File: src/rtl/serial_adder_pkg.sv
// Shared types and sizing helpers for the digit-serial add/subtract unit.
package serial_adder_pkg;

  typedef enum logic [1:0] {
    IDLE = 2'd0,
    RUN  = 2'd1,
    DONE = 2'd2
  } state_t;

  function automatic int unsigned ndig_of(input int unsigned width, input int unsigned digit);
    return width / digit;
  endfunction

  // Digit counter width; a single-digit configuration still needs one bit.
  function automatic int unsigned cnt_width(input int unsigned ndig);
    return (ndig < 2) ? 1 : $clog2(ndig);
  endfunction

endpackage

File: src/rtl/full_adder.sv
// One-bit full adder cell.
module full_adder (
  input  logic a,
  input  logic b,
  input  logic ci,
  output logic s,
  output logic co
);

  assign s  = a ^ b ^ ci;
  assign co = (a & b) | (ci & (a ^ b));

endmodule

File: src/rtl/serial_adder_digit_adder.sv
// Combinational DIGIT-wide ripple slice; also exposes the carry into its MSB.
module digit_adder #(
  parameter int unsigned DIGIT = 4
) (
  input  logic [DIGIT-1:0] a,
  input  logic [DIGIT-1:0] b,
  input  logic             ci,
  output logic [DIGIT-1:0] sum,
  output logic             co,
  output logic             cmsb
);

  logic [DIGIT:0] c;

  assign c[0] = ci;

  for (genvar i = 0; i < DIGIT; i++) begin : g_bit
    full_adder u_fa (
      .a  (a[i]),
      .b  (b[i]),
      .ci (c[i]),
      .s  (sum[i]),
      .co (c[i+1])
    );
  end

  assign co   = c[DIGIT];
  assign cmsb = c[DIGIT-1];

endmodule

File: src/rtl/serial_adder.sv
// Digit-serial add/subtract unit: one DIGIT-wide slice per clock, LSB digit first.
module serial_adder
  import serial_adder_pkg::*;
#(
  parameter int unsigned WIDTH = 16,
  parameter int unsigned DIGIT = 4
) (
  input  logic             clk,
  input  logic             rst,
  input  logic             start,
  input  logic             sub,
  input  logic [WIDTH-1:0] a,
  input  logic [WIDTH-1:0] b,
  input  logic             cin,
  output logic             ready,
  output logic             busy,
  output logic             done,
  output logic [WIDTH-1:0] s,
  output logic             cout,
  output logic             ovf
);

  localparam int unsigned NDIG = ndig_of(WIDTH, DIGIT);
  localparam int unsigned CW   = cnt_width(NDIG);

  state_t           state;
  logic [WIDTH-1:0] a_sh;
  logic [WIDTH-1:0] b_sh;
  logic [WIDTH-1:0] res;
  logic             carry;
  logic [CW-1:0]    cnt;

  logic [DIGIT-1:0]       dsum;
  logic                   dco;
  logic                   dcm;
  logic [WIDTH+DIGIT-1:0] cat;
  logic [WIDTH-1:0]       res_nxt;

  digit_adder #(
    .DIGIT (DIGIT)
  ) u_digit (
    .a    (a_sh[DIGIT-1:0]),
    .b    (b_sh[DIGIT-1:0]),
    .ci   (carry),
    .sum  (dsum),
    .co   (dco),
    .cmsb (dcm)
  );

  // New sum digit enters from the MSB side so the LSB digit ends up at bit 0.
  assign cat     = {dsum, res};
  assign res_nxt = cat[WIDTH+DIGIT-1:DIGIT];

  always_ff @(posedge clk) begin
    if (rst) begin
      state <= IDLE;
      ready <= 1'b1;
      busy  <= 1'b0;
      done  <= 1'b0;
      s     <= '0;
      cout  <= 1'b0;
      ovf   <= 1'b0;
      a_sh  <= '0;
      b_sh  <= '0;
      res   <= '0;
      carry <= 1'b0;
      cnt   <= '0;
    end else begin
      case (state)
        IDLE: begin
          done <= 1'b0;
          if (start) begin
            a_sh  <= a;
            b_sh  <= sub ? ~b : b;
            carry <= cin ^ sub;
            res   <= '0;
            cnt   <= '0;
            state <= RUN;
            ready <= 1'b0;
            busy  <= 1'b1;
          end
        end
        RUN: begin
          a_sh  <= a_sh >> DIGIT;
          b_sh  <= b_sh >> DIGIT;
          res   <= res_nxt;
          carry <= dco;
          cnt   <= cnt + CW'(1);
          if (cnt == CW'(NDIG - 1)) begin
            s     <= res_nxt;
            cout  <= dco;
            ovf   <= dco ^ dcm;
            state <= DONE;
            done  <= 1'b1;
            busy  <= 1'b0;
          end
        end
        DONE: begin
          done  <= 1'b0;
          ready <= 1'b1;
          state <= IDLE;
        end
        default: begin
          state <= IDLE;
          ready <= 1'b1;
          busy  <= 1'b0;
          done  <= 1'b0;
        end
      endcase
    end
  end

endmodule

File: config.mk
export PLATFORM = sky130hd
export DESIGN_NAME = serial_adder
export DESIGN_NICKNAME = d
export VERILOG_FILES = /design/src/rtl/serial_adder_pkg.sv /design/src/rtl/full_adder.sv /design/src/rtl/serial_adder_digit_adder.sv /design/src/rtl/serial_adder.sv
export SDC_FILE = /design/constraint.sdc
export NUM_CORES = 1
export LEC_CHECK = 0
export CAP_MARGIN = 20
export CORE_MARGIN = 5
export CORE_UTILIZATION = 45
export DETAILED_ROUTE_END_ITERATION = 6
export PLACE_DENSITY = 0.71
export SLEW_MARGIN = 10
export SYNTH_ARGS = -nofsm -noshare
export SYNTH_HDL_FRONTEND = slang
export SYNTH_SLANG_ARGS = --single-unit
File: constraint.sdc
create_clock -name clk -period 5.44 [get_ports clk]
set_clock_uncertainty 0.15 [all_clocks]
set_input_delay 1.632 -clock clk [delete_from_list [all_inputs] [get_ports clk]]
set_output_delay 1.632 -clock clk [all_outputs]
set_load 0.05 [all_outputs]
Word-level counts from Yosys, hierarchy flattened
Cells that the tools add are included.

Register bits: 74. Latch bits: 0. Memory bits (writable): 0. Memory bits (read-only): 0. Input bits: 37. Output and inout port bits: 21. Memories kept: 0.

Add/sub/neg operators: 1. Multiply operators: 0. Div/mod/pow operators: 0. $lt $le $gt $ge: 0. Equality and inequality tests: 5. Shifts and indexed selects: 0. Mux-type cells: 19. Bitwise operators: 25. Reduce and logical (&&, ||, !) cells: 8.

Operators by type and width (count): one-hot mux 16 bit (2 select lines) (3); two-way mux 16 bit (4); NOT 16 bit (1); bitwise XOR 1 bit (10); bitwise AND 1 bit (8); one-hot mux 2 bit (2 select lines) (2); AND reduction 2 bit (4); two-way mux 2 bit (3); == test 2 bit (second input constant) (2); two-way mux 1 bit (4); inequality test 2 bit (second input constant) (2); bitwise OR 1 bit (4); one-hot mux 1 bit (2 select lines) (2); one-hot mux 1 bit (3 select lines) (1); AND reduction 3 bit (1); adder 2 x 1 -> 2 bit (second input constant) (1); == test 2 x 1 -> 1 bit (second input constant) (1); zero test 2 bit (1); NOT 1 bit (2); nonzero test 2 bit (1); OR reduction 2 bit (1).

Logic depth before layout (Yosys ltp)
Gate-level depths: netlist of run 1.

Depth after elaboration: 10. Gate-level depth with buffers: 10. Gate-level depth less buffers: 10.

Modules after synthesis
A second synthesis of run 1 with hierarchy kept.

Cell total of the unflattened synthesis: 310. Area total of the unflattened synthesis: 2952.8 sq um.

Modules (own cells, without submodules): serial_adder (instances 1, cells each 306, area each 2872.8 sq um); full_adder (instances 4, cells each 1, area each 20.0 sq um).

Least setup slack after synthesis of run 1
Ideal clock, no wire load.

Path kind: input port to flip-flop. Start point: input port sub. End point: register b_sh[10]. Data arrival time: 2.410 ns. Path slack: 2.781 ns. Stages on the path: 4. Cell sequence: buf_4 -> buf_6 -> xnor2_1 -> a2111oi_4.

Cells in the longest elaborated chain, start to end: 3.

Ends and longest elaborated chain: start, declared (RTL line serial_adder.sv:11) `input logic sub,`; two-way mux 16 bit (RTL line serial_adder.sv:74) `b_sh <= sub ? ~b : b;`; two-way mux 16 bit (RTL line serial_adder.sv:72) `if (start) begin`; one-hot mux 16 bit (2 select lines) (RTL line serial_adder.sv:69) `case (state)`; end signal, assigned (RTL line serial_adder.sv:74); end signal, assigned (RTL line serial_adder.sv:85) `b_sh <= b_sh >> DIGIT;`; end, declared (RTL line serial_adder.sv:28) `logic [WIDTH-1:0] b_sh;`.

Every way passes these cells. The select of a mux whose other input is x is not followed. A chain may end at the register's enable or synchronous reset.

Worst setup path after layout of run 1
Start point: input port sub. End point: register carry.

Cells in the longest elaborated chain, start to end: 3.

Ends and longest elaborated chain: bitwise XOR 1 bit (RTL line serial_adder.sv:75) `carry <= cin ^ sub;`; two-way mux 1 bit (RTL line serial_adder.sv:72); one-hot mux 1 bit (2 select lines) (RTL line serial_adder.sv:69); end signal, assigned (RTL line serial_adder.sv:75); end signal, assigned (RTL line serial_adder.sv:87) `carry <= dco;`; end, declared (RTL line serial_adder.sv:30) `logic carry;`.

Every way passes these cells. The select of a mux whose other input is x is not followed.

==> impl_metrics.json, run 1 <==
{
  "worstPathCellList": "clkdlybuf4s50_1 -> xnor2_1 -> a2111oi_4",
  "report.power.total_w": 0.00113,
  "cpMaxStageDelayCell": "clkdlybuf4s50_1",
  "grtUsageTotal_pct": 15.6,
  "rows": 30,
  "hp-start": "s[14]",
  "path_max_fanout": 17,
  "status": "completed",
  "setup_tns_ns": 0,
  "layout_setup_ws_ns": 2.13,
  "finalInstanceArea_sq_um": 3790,
  "slowest_delay_ns": 1.10,
  "crit_buf_inv": 1,
  "fin_crit_ns": 3.31,
  "num_io_pins": 58,
  "hold_violations": 0,
  "h-tree-depth": 3,
  "synth_area_leader_cell": "dfxtp_1",
  "initial_core_util_pct": 45.8,
  "drive_gt1_share_pct": 10.2,
  "crit_start": "sub",
  "ys_ff_latch": 70,
  "tightest_slew_ns": 1.05,
  "synth_edf_count": 0,
  "wl_per_cell_um": 14.4,
  "max_cap_violations": 0,
  "synthTopCellsByArea": "dfxtp_1 (45%), a2111oi_4 (8.0%), nor2_1 (6.9%), mux2i_1 (4.2%), xnor2_1 (4.0%)",
  "rsz0062_at_grt": "no",
  "cts_buffers": 9,
  "cts_tree": "yes",
  "clk_pin_slew_ns": 0.08,
  "worstReg2RegStart": "state[0]",
  "fp.dieW_um": 92.7,
  "synth.cell_area_sq_um": 3080,
  "grt_pass1_vias": 2195,
  "post_cts_buffers": 0,
  "clkSinkCount": 70,
  "synthArstFlopShare_pct": 0,
  "worstSetupPathType": "in -> reg",
  "cts_root_buf": "clkbuf_8",
  "post-place-ws_ns": 1.75,
  "antenna_found_initial": 0,
  "drt.antenna.violating_nets": 0,
  "power.density_nw_per_um2": 299,
  "yosysTopAreaCellShare_pct": 45.5,
  "vdd_drop_max_mv": 0.122,
  "areaGrowthSynthToFinish_pct": 23.1,
  "yosysWarnings": 0,
  "via_count": 2237,
  "numPortBuffers": 57,
  "setup_viol": 0,
  "cpLargestDelayFamily": "buffers and inverters",
  "ys_seq_area_share_pct": 45.5,
  "finalWeightedCongestion": 0.741,
  "fin_nets": 390,
  "cts_hold_buf": 0,
  "ctsResizeCount": 0,
  "dr.pass1.iters": 4,
  "dpl.hpwl_um": 4230,
  "max_slew_margin_pct": 30.2,
  "fp.dieH_um": 92.7,
  "arrival_ns": 3.41,
  "p_leak_nw": 1.37,
  "first_iter_violations": 50,
  "endpoint_kind": "register",
  "syn_inst": 301,
  "start_kind": "primary input",
  "vias_per_cell": 5.17,
  "fmax_mhz": 302,
  "grt_pass1_wl_um": 10700,
  "slew_viol_final": 0,
  "clk_latency_ns": 0.35,
  "dpl-instance-area_sq_um": 3590,
  "grt_max_degree": 58,
  "synth_nets": 343,
  "routed_wirelength_um": 6250,
  "coreArea_sq_um": 6720,
  "drc_errors": 0,
  "crit_required_ns": 5.54,
  "synth_common_cells": "dfxtp_1 (70), nor2_1 (57), nand2_1 (30)",
  "die-area_sq_um": 8600,
  "num_antenna_cells": 0,
  "yosysMostFrequentCell": "dfxtp_1",
  "avgSynthCellArea_sq_um": 10.2,
  "yosysUniqueCellTypes": 34,
  "min_period_over_period_pct": 60.9,
  "cts.path.max_buffers": 2,
  "min_path_type": "reg -> reg",
  "overflow": 0,
  "synthFlopType": "dfxtp_1"
}
sequential cells by signal, indices dropped and copies added (netlist names):
| signal | cells |
|---|---|
| ovf | 1 |
| state | 2 |
| cout | 1 |
| s | 16 |
| carry | 1 |
| done | 1 |
| busy | 1 |
| res | 12 |
| cnt | 2 |
| b_sh | 16 |
| ready | 1 |
| a_sh | 16 |
cell type report:
type                    instances  area (sq um)
flip-flops and latches         70          1400
clock inverters                 7          75.1
multi-input cells             199          1480
repair buffers                 59           581
clock buffers                   9           124
inverters                       9          33.8
well taps                      80           100
fillers                       617          2930
cell families (layout without fill, tap and decap cells):
group / after synthesis / in the layout / share of synthesized area (%)
DFF: 70 / 70 / 45.5
adders and majority gates: 5 / 5 / 3.01
and+or+nand+nor: 93 / 93 / 12.3
muxes: 14 / 14 / 4.59
buffers and inverters: 32 / 84 / 6.58
xor gates and xnor gates: 18 / 18 / 5.12
AOI/OAI and AO/OA: 69 / 69 / 22.9
through the flow:
| step | cells | hold WS [ns] | utilization [%] |
|---|---|---|---|
| global placement | 417 | 0.292 | 53.5 |
| global route | 433 | 0.336 | 56.4 |
| CTS | 433 | 0.304 | 56.4 |
| detailed placement | 417 | 0.298 | 53.5 |
| floorplan | 301 | 0.282 | - |
| finish | 433 | 0.306 | 56.4 |
worst paths after layout:
check / cells after the start / slack (ns) / to
worst min-delay path: 2 / 0.31 / s[14]
worst max register to register: 3 / 2.61 / res[14]
worst min register to register: 2 / 0.31 / s[14]
worst max-delay path: 3 / 2.13 / carry
layout by cell type (no fill, tap or decap), types with 2 or more instances in the layout:
cell type / netlist / final
clkdlybuf4s50_1: 0 / 56
a2111oi_2: 2 / 2
xor2_1: 4 / 4
dfxtp_1: 70 / 70
fa_1: 4 / 4
mux2i_1: 13 / 13
a22o_1: 11 / 11
clkinv_4: 0 / 4
clkinv_2: 0 / 2
a2111oi_4: 9 / 9
o2bb2ai_1: 2 / 2
nand2_1: 30 / 30
a22oi_1: 8 / 8
nor2_1: 57 / 57
a21oi_1: 16 / 16
a211oi_1: 15 / 15
buf_4: 5 / 2
a2111oi_1: 2 / 2
clkbuf_8: 0 / 9
inv_1: 9 / 9
xnor2_1: 14 / 14
layer usage:
| layer | routed length [um] | global-route usage, % | vias to the layer above |
|---|---|---|---|
| li1 | - | - | 1137 |
| met1 | 2830 | 20.4 | 1035 |
| met2 | 3000 | 24.8 | 57 |
| met3 | 331 | 4.55 | 8 |
| met4 | 81 | 5.13 | 0 |
| met5 | 0 | 0 | - |
report_power, final:
| part | switching, W | internal (W) |
|---|---|---|
| registers | 0.0000199 | 0.000539 |
| clock network | 0.000203 | 0.000213 |
| logic | 0.0000827 | 0.0000780 |
| total | 0.000305 | 0.000829 |
worst register-to-register path, stage by stage, from the launching register on:
cell      delay, ns
dfxtp_1        1.01
nand2b_1       0.62
nor2_1         0.73
a22o_1         0.26
(Power assumes the default switching activity.)
==> run 2: changes to the inputs <==
--- a/config.mk
+++ b/config.mk
@@ -9,7 +9,7 @@
 export CORE_MARGIN = 5
 export CORE_UTILIZATION = 45
 export DETAILED_ROUTE_END_ITERATION = 6
-export PLACE_DENSITY = 0.71
+export PLACE_DENSITY = 0.73
 export SLEW_MARGIN = 10
 export SYNTH_ARGS = -nofsm -noshare
 export SYNTH_HDL_FRONTEND = slang
==> constraint.sdc (replaced) <==
create_clock -name clk -period 2.8 [get_ports clk]
set_clock_uncertainty 0.15 [all_clocks]
set_input_delay 0.84 -clock clk [delete_from_list [all_inputs] [get_ports clk]]
set_output_delay 0.84 -clock clk [all_outputs]
set_load 0.05 [all_outputs]
==> impl_metrics.json, run 2 (same netlist as run 1, synthesis figures left out) <==
{
  "status": "completed",
  "first_iter_violations": 83,
  "cts_tree": "yes",
  "final_util_pct": 57.0,
  "ctsResizeCount": 0,
  "final_common_cell": "dfxtp_1",
  "worstPathCellList": "inv_1 -> fa_1 -> inv_1 -> fa_1 -> fa_1 -> inv_1 -> fa_1 -> inv_1 -> nor2_1 -> a2111oi_4",
  "worstReg2RegStart": "carry",
  "slew_viol_final": 0,
  "min_path_type": "reg -> reg",
  "fp.dieW_um": 92.7,
  "reg_top3": "a_sh: 16 flops, b_sh: 16 flops, s: 16 flops",
  "arrival_ns": 2.71,
  "power.density_nw_per_um2": 559,
  "fmax_mhz": 386,
  "fin_nets": 395,
  "hp-start": "s[5]",
  "crit_buf_inv": 4,
  "cpLargestDelayFamily": "adder cells",
  "path_max_fanout": 3,
  "crit_required_ns": 2.92,
  "rows": 30,
  "via_count": 2240,
  "areaGrowthSynthToFinish_pct": 24.3,
  "coreArea_sq_um": 6720,
  "drc_errors": 0,
  "num_antenna_cells": 0,
  "fin_crit_ns": 2.59,
  "dpl.hpwl_um": 4360,
  "p_leak_nw": 1.38,
  "setup_viol": 0,
  "wl_per_cell_um": 14.2,
  "finalWeightedCongestion": 0.773,
  "grtUsageTotal_pct": 15.5,
  "post-place-cells": 422,
  "drt.antenna.violating_nets": 0,
  "max_slew_margin_pct": 48.4,
  "clkSinkCount": 70,
  "grt_pass1_vias": 2239,
  "cts_buffers": 9,
  "overflow": 0,
  "layout_common_cells": "dfxtp_1 (70), nor2_1 (57), clkdlybuf4s50_1 (56), nand2_1 (30), a21oi_1 (16)",
  "crit_start": "carry",
  "setup_tns_ns": 0,
  "die-area_sq_um": 8600,
  "vdd_drop_max_mv": 0.314,
  "worstSetupPathType": "reg -> reg",
  "routed_wirelength_um": 6200,
  "h-tree-depth": 3,
  "fp.dieH_um": 92.7,
  "clk_pin_slew_ns": 0.08,
  "p_sw_w": 0.000608,
  "endpoint_kind": "register",
  "hold_violations": 0,
  "rsz0062_at_grt": "no",
  "post_cts_buffers": 0,
  "slowest_delay_ns": 0.48,
  "cpMaxStageDelayCell": "fa_1",
  "cts.path.max_buffers": 2,
  "cts_hold_buf": 0,
  "dr.pass1.iters": 4,
  "antenna_found_initial": 0,
  "report.power.total_w": 0.00214,
  "p_sw_share_pct": 28.4,
  "clk_latency_ns": 0.36,
  "vias_per_cell": 5.11,
  "start_kind": "register",
  "drive_gt1_share_pct": 11.2,
  "nFillCells": 583,
  "min_period_over_period_pct": 92.5,
  "tightest_slew_ns": 0.771,
  "numPortBuffers": 57,
  "max_cap_violations": 0,
  "internal_power_w": 0.00153,
  "power_frac_comb_pct": 15.0,
  "clock_power_share_pct": 34.4,
  "num_io_pins": 58,
  "layout.cells.non_filler": 438,
  "grt_max_degree": 56,
  "cts_root_buf": "clkbuf_8",
  "p_seq_share_pct": 50.6,
  "initial_core_util_pct": 45.8,
  "grt_pass1_wl_um": 10500
}
-- run 2: cell types whose count changed in the layout (fill, tap and decap cells not counted), sizes merged --
cell      previous run  this run
clkinvlp             0         2
clkbuf               9        10
buf                  3         8
bufinv               1         0
inv                  9        10
clkinv               6         3
-- run 2: cell type report --
class	instances	area, sq um	area share, %
inverter	9	33.8	0.882
multi-input combinational	199	1480	38.6
tap	80	100	2.61
sequential	70	1400	36.6
timing repair buffer	64	643	16.8
clock buffer	10	128	3.33
clock inverter	6	46.3	1.21
-- run 2: power by group through the flow --
stage,clock network (W),registers [W],logic [W]
global route,0.000786,0.00109,0.000354
floorplan,0,0.00110,0.000233
global placement,0,0.00110,0.000320
detailed placement,0,0.00111,0.000324
CTS,0.000748,0.00108,0.000326
finish,0.000736,0.00108,0.000321
-- run 2: routing by layer --
layer	GRT usage [%]	vias up	wire length [um]
met1	18.5	1031	2810
met4	7.94	0	159
met2	25.3	55	2920
met5	0	-	0
met3	4.71	13	315
li1	-	1141	-
-- run 2: worst paths after layout --
check | cells after the start | to | slack [ns]
max | 10 | carry | 0.21
min | 2 | s[5] | 0.31
max reg2reg | 10 | carry | 0.21
min reg2reg | 2 | s[5] | 0.31
-- run 2: worst reg2reg max path: stages, from the launching register on --
cell,delay (ns)
dfxtp_1,0.34
inv_1,0.06
fa_1,0.42
inv_1,0.10
fa_1,0.22
fa_1,0.22
inv_1,0.07
fa_1,0.48
inv_1,0.08
nor2_1,0.06
a2111oi_4,0.30
-- run 2: per-stage QoR --
stage | instance area, sq um | setup WS, ns | hold slack (ns)
after floorplan | 3080 | 0.389 | 0.282
after global placement | 3650 | 0.219 | 0.292
after detailed placement | 3650 | 0.160 | 0.298
after CTS | 3830 | 0.200 | 0.309
after global routing | 3830 | 0.0478 | 0.329
final | 3830 | 0.209 | 0.307
